**src/rtl/vec_scan_pkg.sv**
```systemverilog
// Shared types and defaults for the vector scan port.
package vec_scan_pkg;

  localparam int unsigned DEF_IN_W  = 50;
  localparam int unsigned DEF_OUT_W = 30;

  typedef enum logic [2:0] {
    ST_IDLE,
    ST_SHIFT_IN,
    ST_APPLY,
    ST_CAPTURE,
    ST_SHIFT_OUT
  } state_t;

  // Minimum counter width able to hold values 0..n-1 (at least one bit).
  function automatic int unsigned cnt_w(input int unsigned n);
    return (n <= 1) ? 1 : $clog2(n);
  endfunction

endpackage

```
**src/rtl/vec_shreg.sv**
```systemverilog
// Parallel-load / serial shift register, shifts toward the MSB, LSB fed by i_sin.
module vec_shreg #(
  parameter int unsigned W = 8
) (
  input  logic         clk,
  input  logic         rst_n,
  input  logic         i_load,
  input  logic [W-1:0] i_load_val,
  input  logic         i_shift,
  input  logic         i_sin,
  output logic [W-1:0] o_q
);

  logic [W-1:0] r_q;
  logic [W-1:0] w_shift;

  if (W > 1) begin : g_wide
    assign w_shift = {r_q[W-2:0], i_sin};
  end else begin : g_one
    assign w_shift = i_sin;
  end

  // Load has priority over shift; both are qualified by the caller.
  always_ff @(posedge clk or negedge rst_n) begin
    if (!rst_n) begin
      r_q <= '0;
    end else if (i_load) begin
      r_q <= i_load_val;
    end else if (i_shift) begin
      r_q <= w_shift;
    end
  end

  assign o_q = r_q;

endmodule

```
**src/rtl/vec_scan_port.sv**
```systemverilog
// Serial-in / serial-out scan port: collects a stimulus vector, applies it to an
// external device, captures its response and shifts the response back out.
module vec_scan_port
  import vec_scan_pkg::*;
#(
  parameter int unsigned IN_W   = DEF_IN_W,
  parameter int unsigned OUT_W  = DEF_OUT_W,
  parameter int unsigned SETTLE = 2
) (
  input  logic             clk,
  input  logic             rst_n,
  input  logic             si,
  input  logic             si_valid,
  output logic             si_ready,
  output logic [IN_W-1:0]  dut_in,
  input  logic [OUT_W-1:0] dut_out,
  output logic             so,
  output logic             so_valid,
  input  logic             so_ready,
  output logic             busy,
  output logic [15:0]      vec_count
);

  localparam int unsigned INC_W  = cnt_w(IN_W);
  localparam int unsigned SETC_W = cnt_w(SETTLE);
  localparam int unsigned OUTC_W = cnt_w(OUT_W);

  state_t              r_state, w_state_nxt;
  logic [INC_W-1:0]    r_in_cnt, w_in_cnt_nxt;
  logic [SETC_W-1:0]   r_set_cnt, w_set_cnt_nxt;
  logic [OUTC_W-1:0]   r_out_cnt, w_out_cnt_nxt;
  logic [IN_W-1:0]     r_dut_in;
  logic [15:0]         r_vec_count, w_vec_count_nxt;
  logic                w_in_beat, w_out_beat;
  logic                w_dut_in_load, w_resp_load, w_vec_inc;
  logic [IN_W-2:0]     w_stim_q;
  logic [IN_W-1:0]     w_dut_in_nxt;
  logic [OUT_W-1:0]    w_resp_q;
  logic [OUT_W-2:0]    w_resp_unused;

  // The stimulus register only holds the first IN_W-1 bits; the final bit is
  // taken straight from si so dut_in can be loaded on the completing beat.
  vec_shreg #(.W(IN_W - 1)) u_stim (
    .clk        (clk),
    .rst_n      (rst_n),
    .i_load     (1'b0),
    .i_load_val ('0),
    .i_shift    (w_in_beat),
    .i_sin      (si),
    .o_q        (w_stim_q)
  );

  vec_shreg #(.W(OUT_W)) u_resp (
    .clk        (clk),
    .rst_n      (rst_n),
    .i_load     (w_resp_load),
    .i_load_val (dut_out),
    .i_shift    (w_out_beat),
    .i_sin      (1'b0),
    .o_q        (w_resp_q)
  );

  // Lower response bits only leave the block through the shift path.
  assign w_resp_unused = w_resp_q[OUT_W-2:0];
  assign w_dut_in_nxt  = {w_stim_q, si};

  assign si_ready  = (r_state == ST_IDLE) || (r_state == ST_SHIFT_IN);
  assign busy      = (r_state != ST_IDLE);
  assign so_valid  = (r_state == ST_SHIFT_OUT);
  assign so        = so_valid & w_resp_q[OUT_W-1];
  assign w_in_beat  = si_valid & si_ready;
  assign w_out_beat = so_valid & so_ready;
  assign dut_in    = r_dut_in;
  assign vec_count = r_vec_count;

  // Next-state, counter and load-strobe decode.
  always_comb begin
    w_state_nxt   = r_state;
    w_in_cnt_nxt  = r_in_cnt;
    w_set_cnt_nxt = r_set_cnt;
    w_out_cnt_nxt = r_out_cnt;
    w_dut_in_load = 1'b0;
    w_resp_load   = 1'b0;
    w_vec_inc     = 1'b0;
    case (r_state)
      ST_IDLE: begin
        if (w_in_beat) begin
          w_in_cnt_nxt = INC_W'(1);
          w_state_nxt  = ST_SHIFT_IN;
        end
      end
      ST_SHIFT_IN: begin
        if (w_in_beat) begin
          if (r_in_cnt == INC_W'(IN_W - 1)) begin
            w_state_nxt   = ST_APPLY;
            w_dut_in_load = 1'b1;
            w_set_cnt_nxt = '0;
          end else begin
            w_in_cnt_nxt = r_in_cnt + INC_W'(1);
          end
        end
      end
      ST_APPLY: begin
        if (r_set_cnt == SETC_W'(SETTLE - 1)) begin
          w_state_nxt = ST_CAPTURE;
        end else begin
          w_set_cnt_nxt = r_set_cnt + SETC_W'(1);
        end
      end
      ST_CAPTURE: begin
        w_resp_load   = 1'b1;
        w_out_cnt_nxt = '0;
        w_state_nxt   = ST_SHIFT_OUT;
      end
      ST_SHIFT_OUT: begin
        if (w_out_beat) begin
          if (r_out_cnt == OUTC_W'(OUT_W - 1)) begin
            w_state_nxt = ST_IDLE;
            w_vec_inc   = 1'b1;
          end else begin
            w_out_cnt_nxt = r_out_cnt + OUTC_W'(1);
          end
        end
      end
      default: w_state_nxt = ST_IDLE;
    endcase
  end

  assign w_vec_count_nxt = (w_vec_inc && (r_vec_count != '1)) ? r_vec_count + 16'd1 : r_vec_count;

  // State and counter registers.
  always_ff @(posedge clk or negedge rst_n) begin
    if (!rst_n) begin
      r_state   <= ST_IDLE;
      r_in_cnt  <= '0;
      r_set_cnt <= '0;
      r_out_cnt <= '0;
    end else begin
      r_state   <= w_state_nxt;
      r_in_cnt  <= w_in_cnt_nxt;
      r_set_cnt <= w_set_cnt_nxt;
      r_out_cnt <= w_out_cnt_nxt;
    end
  end

  // Applied stimulus and completed-vector count.
  always_ff @(posedge clk or negedge rst_n) begin
    if (!rst_n) begin
      r_dut_in    <= '0;
      r_vec_count <= '0;
    end else begin
      if (w_dut_in_load) begin
        r_dut_in <= w_dut_in_nxt;
      end
      r_vec_count <= w_vec_count_nxt;
    end
  end

endmodule

```
**config.mk**
```make
export PLATFORM = sky130hd
export DESIGN_NAME = vec_scan_port
export DESIGN_NICKNAME = d
export VERILOG_FILES = /design/src/rtl/vec_scan_pkg.sv /design/src/rtl/vec_shreg.sv /design/src/rtl/vec_scan_port.sv
export SDC_FILE = /design/constraint.sdc
export NUM_CORES = 1
export LEC_CHECK = 0
export CORE_MARGIN = 2
export CORE_UTILIZATION = 48
export CTS_CLUSTER_DIAMETER = 100
export DETAILED_ROUTE_END_ITERATION = 6
export GPL_ROUTABILITY_DRIVEN = 0
export PLACE_DENSITY = 0.86
export SLEW_MARGIN = 10
export SYNTH_ARGS = -nofsm -noshare
export SYNTH_HDL_FRONTEND = slang
export SYNTH_SLANG_ARGS = --single-unit
```
**constraint.sdc**
```tcl
create_clock -name clk -period 2.2 [get_ports clk]
set_clock_uncertainty 0.2 [all_clocks]
set_input_delay 0.33 -clock clk [delete_from_list [all_inputs] [get_ports clk]]
set_output_delay 0.33 -clock clk [all_outputs]
set_load 0.02 [all_outputs]
```
==> results.json <==
{
  "grt_pass1_wl_mm": 22.37,
  "syn_area_per_cell_um2": 10.99,
  "drive_above_1_share_pct": 16.64,
  "top_layer": "met4",
  "clock-root-buffer": "clkbuf_16",
  "cts.sinks": 160,
  "crit_path_start_kind": "flop",
  "wl_met3_um": 660,
  "portBuffers": 104,
  "critPathKind": "flop to primary output",
  "ys_top_cells_by_area": "dfrtp_1 60%, nand2_1 11%, mux2_2 8.8%",
  "drc": 0,
  "required_ns": 1.67,
  "synth_cell_type_count": 38,
  "syn_area_um2": 6626,
  "tightest_slew_ns": 0.6035,
  "drv_cap": 0,
  "rows": 42,
  "met2_wirelength_mm": 6.644,
  "dpl.cell_count": 874,
  "seqPwrFrac_pct": 47.7,
  "p_sw_share_pct": 28.11,
  "setup_viol": 0,
  "wl_per_cell_um": 14.93,
  "cts_tree": "done",
  "synth_commonest_cells": "192 x nand2_1, 160 x dfrtp_1, 52 x mux2_2",
  "drtPass1Iterations": 4,
  "synthCells": 603,
  "relSlewSlack_pct": 59.77,
  "status": "finished clean",
  "synth_seq_area_share_pct": 60.42,
  "synth_async_sr_flop_share_pct": 100.0,
  "rsz0062_at_grt": "yes",
  "fin_total_pwr_mw": 8.331,
  "endpoint_kind": "primary output",
  "core_area_um2": 13350,
  "grt_max_degree": 64,
  "hp-class": "input port to flop",
  "htree_levels": 4,
  "p_clk_share_pct": 33.9,
  "cts_buffers": 17,
  "p_comb_share_pct": 18.4,
  "synth-simple-area-share_pct": 15.92,
  "synth_compound_area_share_pct": 4.702,
  "grtUsageTotal_pct": 19.19,
  "finalCriticalPeriod_ns": 2.122,
  "routed_wl_mm": 13.57,
  "dieWidth_um": 121.5,
  "yosys.area.top_type_share_pct": 60.42,
  "diodes": 0,
  "clock_latency_ns": 0.41,
  "routed_via_density": 5.157,
  "leakagePower_nw": 4.335,
  "path_max_fanout": 7,
  "clock_tree.buffer_depth": 2,
  "yosys.area.top_type": "dfrtp_1",
  "fin_nets": 760,
  "hold_viol": 0,
  "synth_xor_area_share_pct": 2.247,
  "initialDrtViolationCount": 261,
  "die_h_um": 121.5,
  "ant_nets": 0,
  "drt-met1-wl_mm": 6.038,
  "grt_remaining_overflow": 0,
  "grt_antenna_before_repair": 0,
  "area_growth_pct": 30.82,
  "slew_violations": 0,
  "critPathArrivalTime_ns": 1.59,
  "finalNonFillerCells": 909,
  "ios": 105,
  "ys_ff_latch": 160,
  "syn-num-nets": 643,
  "p_per_area_nw_per_um2": 961.0,
  "via_count": 4688,
  "timing.fmax_mhz": 471.2,
  "initial_utilization_pct": 49.64,
  "grt_pass1_vias": 4791,
  "synth_adder_area_share_pct": 0.9441,
  "synth_top_family_by_area": "simple AND/OR/NAND/NOR gates",
  "synth_edf_count": 0,
  "dp_hpwl_mm": 8.832,
  "period_share_pct": 96.46,
  "clkTransAtPathRegs_ns": 0.06,
  "synthMuxAreaShare_pct": 13.37,
  "yosysMostFrequentCell": "nand2_1",
  "switching_power_mw": 2.342,
  "ys.flop_type": "dfrtp_1",
  "yosysWarningCount": 0,
  "intPower_mw": 5.989,
  "dieArea_um2": 14760,
  "peakVddDrop_v": 0.0005564
}
cell usage in the layout (no fill, tap or decap), types with 11 or more instances in the layout:
cell type | synthesis | routed
o21ai_0 | 37 | 37
clkbuf_16 | 0 | 18
buf_4 | 0 | 17
clkdlybuf4s50_1 | 0 | 99
nand3_1 | 14 | 12
mux2i_1 | 30 | 30
nand2_1 | 192 | 191
mux2_2 | 52 | 52
nor2_1 | 13 | 11
dfrtp_1 | 160 | 159
final timing paths:
check	start	endpoint	slack, ns	depth (start not counted)
hold reg to reg	u_stim.o_q[48]	u_stim.o_q[48]	0.28	2
setup reg to reg	r_out_cnt[1]	vec_count[14]	0.08	7
min in group asynchronous	rst_n	vec_count[15]	0.29	2
setup / recovery	r_state[1]	busy	0.08	4
max in group asynchronous	rst_n	r_out_cnt[0]	0.87	3
hold / removal	dut_out[7]	u_resp.o_q[7]	0.27	3
stage by stage:
step	setup slack (ns)	cell area (um2)	hold slack, ns	utilization [%]	TNS [ns]
floorplan	0.04912	6639	-0.1656	-	0
global placement	-0.1465	8015	0.1602	60.05	-0.4760
detailed placement	-0.1784	8015	0.1608	60.05	-0.6168
CTS	0.009897	8608	0.2554	64.49	0
global route	-0.01804	8668	0.2652	64.94	-0.03503
finish	0.07788	8668	0.2693	64.94	0
timing repair:
item | CTS | global route
resized for setup | 6 | 7
hold buffers | 1 | 0
pin swaps | 0 | 2
setup buffers | 0 | 1
cloned | 0 | 1
endpoints found under the setup margin | 4 | 53
endpoints found under the hold margin | 58 | 0
power by group through the flow:
| stage | clock network [mW] | logic (mW) | registers, mW |
|---|---|---|---|
| 3_5_place_dp | 0 | 1.54 | 4.01 |
| 5_1_grt | 3.01 | 1.71 | 4.06 |
| 4_1_cts | 2.89 | 1.55 | 3.97 |
| 2_1_floorplan | 0 | 0.797 | 4.03 |
| 3_3_place_gp | 0 | 1.45 | 3.97 |
| 6_report | 2.82 | 1.53 | 3.97 |
cell type report:
cell class	count	area, um2
timing repair buffer	129	1320
tap	176	220.2
fill	1029	4679
inverter	6	22.52
multi-input combinational	406	2520
sequential	160	4005
clock buffer	24	501.7
clock inverter	8	78.83
worst max-delay path, cell delays in order (launching register included):
cell           delay [ns]
dfrtp_1              0.41
buf_4                0.18
nor2_4               0.15
nand2_1              0.11
dlygate4sd2_1        0.33
routing by layer:
layer	track usage, %	vias to the layer above
li1	-	2245
met1	23.27	2308
met2	32.62	117
met3	4.699	18
met4	8.261	0
met5	0	-
kinds of logic (layout without fill, tap and decap cells):
| kind of cell | count (synthesis) | after routing |
|---|---|---|
| buf+inv | 37 | 167 |
| fa+ha+maj | 5 | 5 |
| flops | 160 | 160 |
| simple gates | 249 | 249 |
| mux | 82 | 82 |
| xor+xnor | 17 | 17 |
| compound gates | 53 | 53 |
state kept, by name (all words and copies together) (netlist names):
name        count
dut_in         50
u_stim.o_q     49
u_resp.o_q     30
vec_count      16
r_in_cnt        6
r_out_cnt       5
r_state         3
r_set_cnt       1
Note: power is estimated with default switching activity, not from simulation.
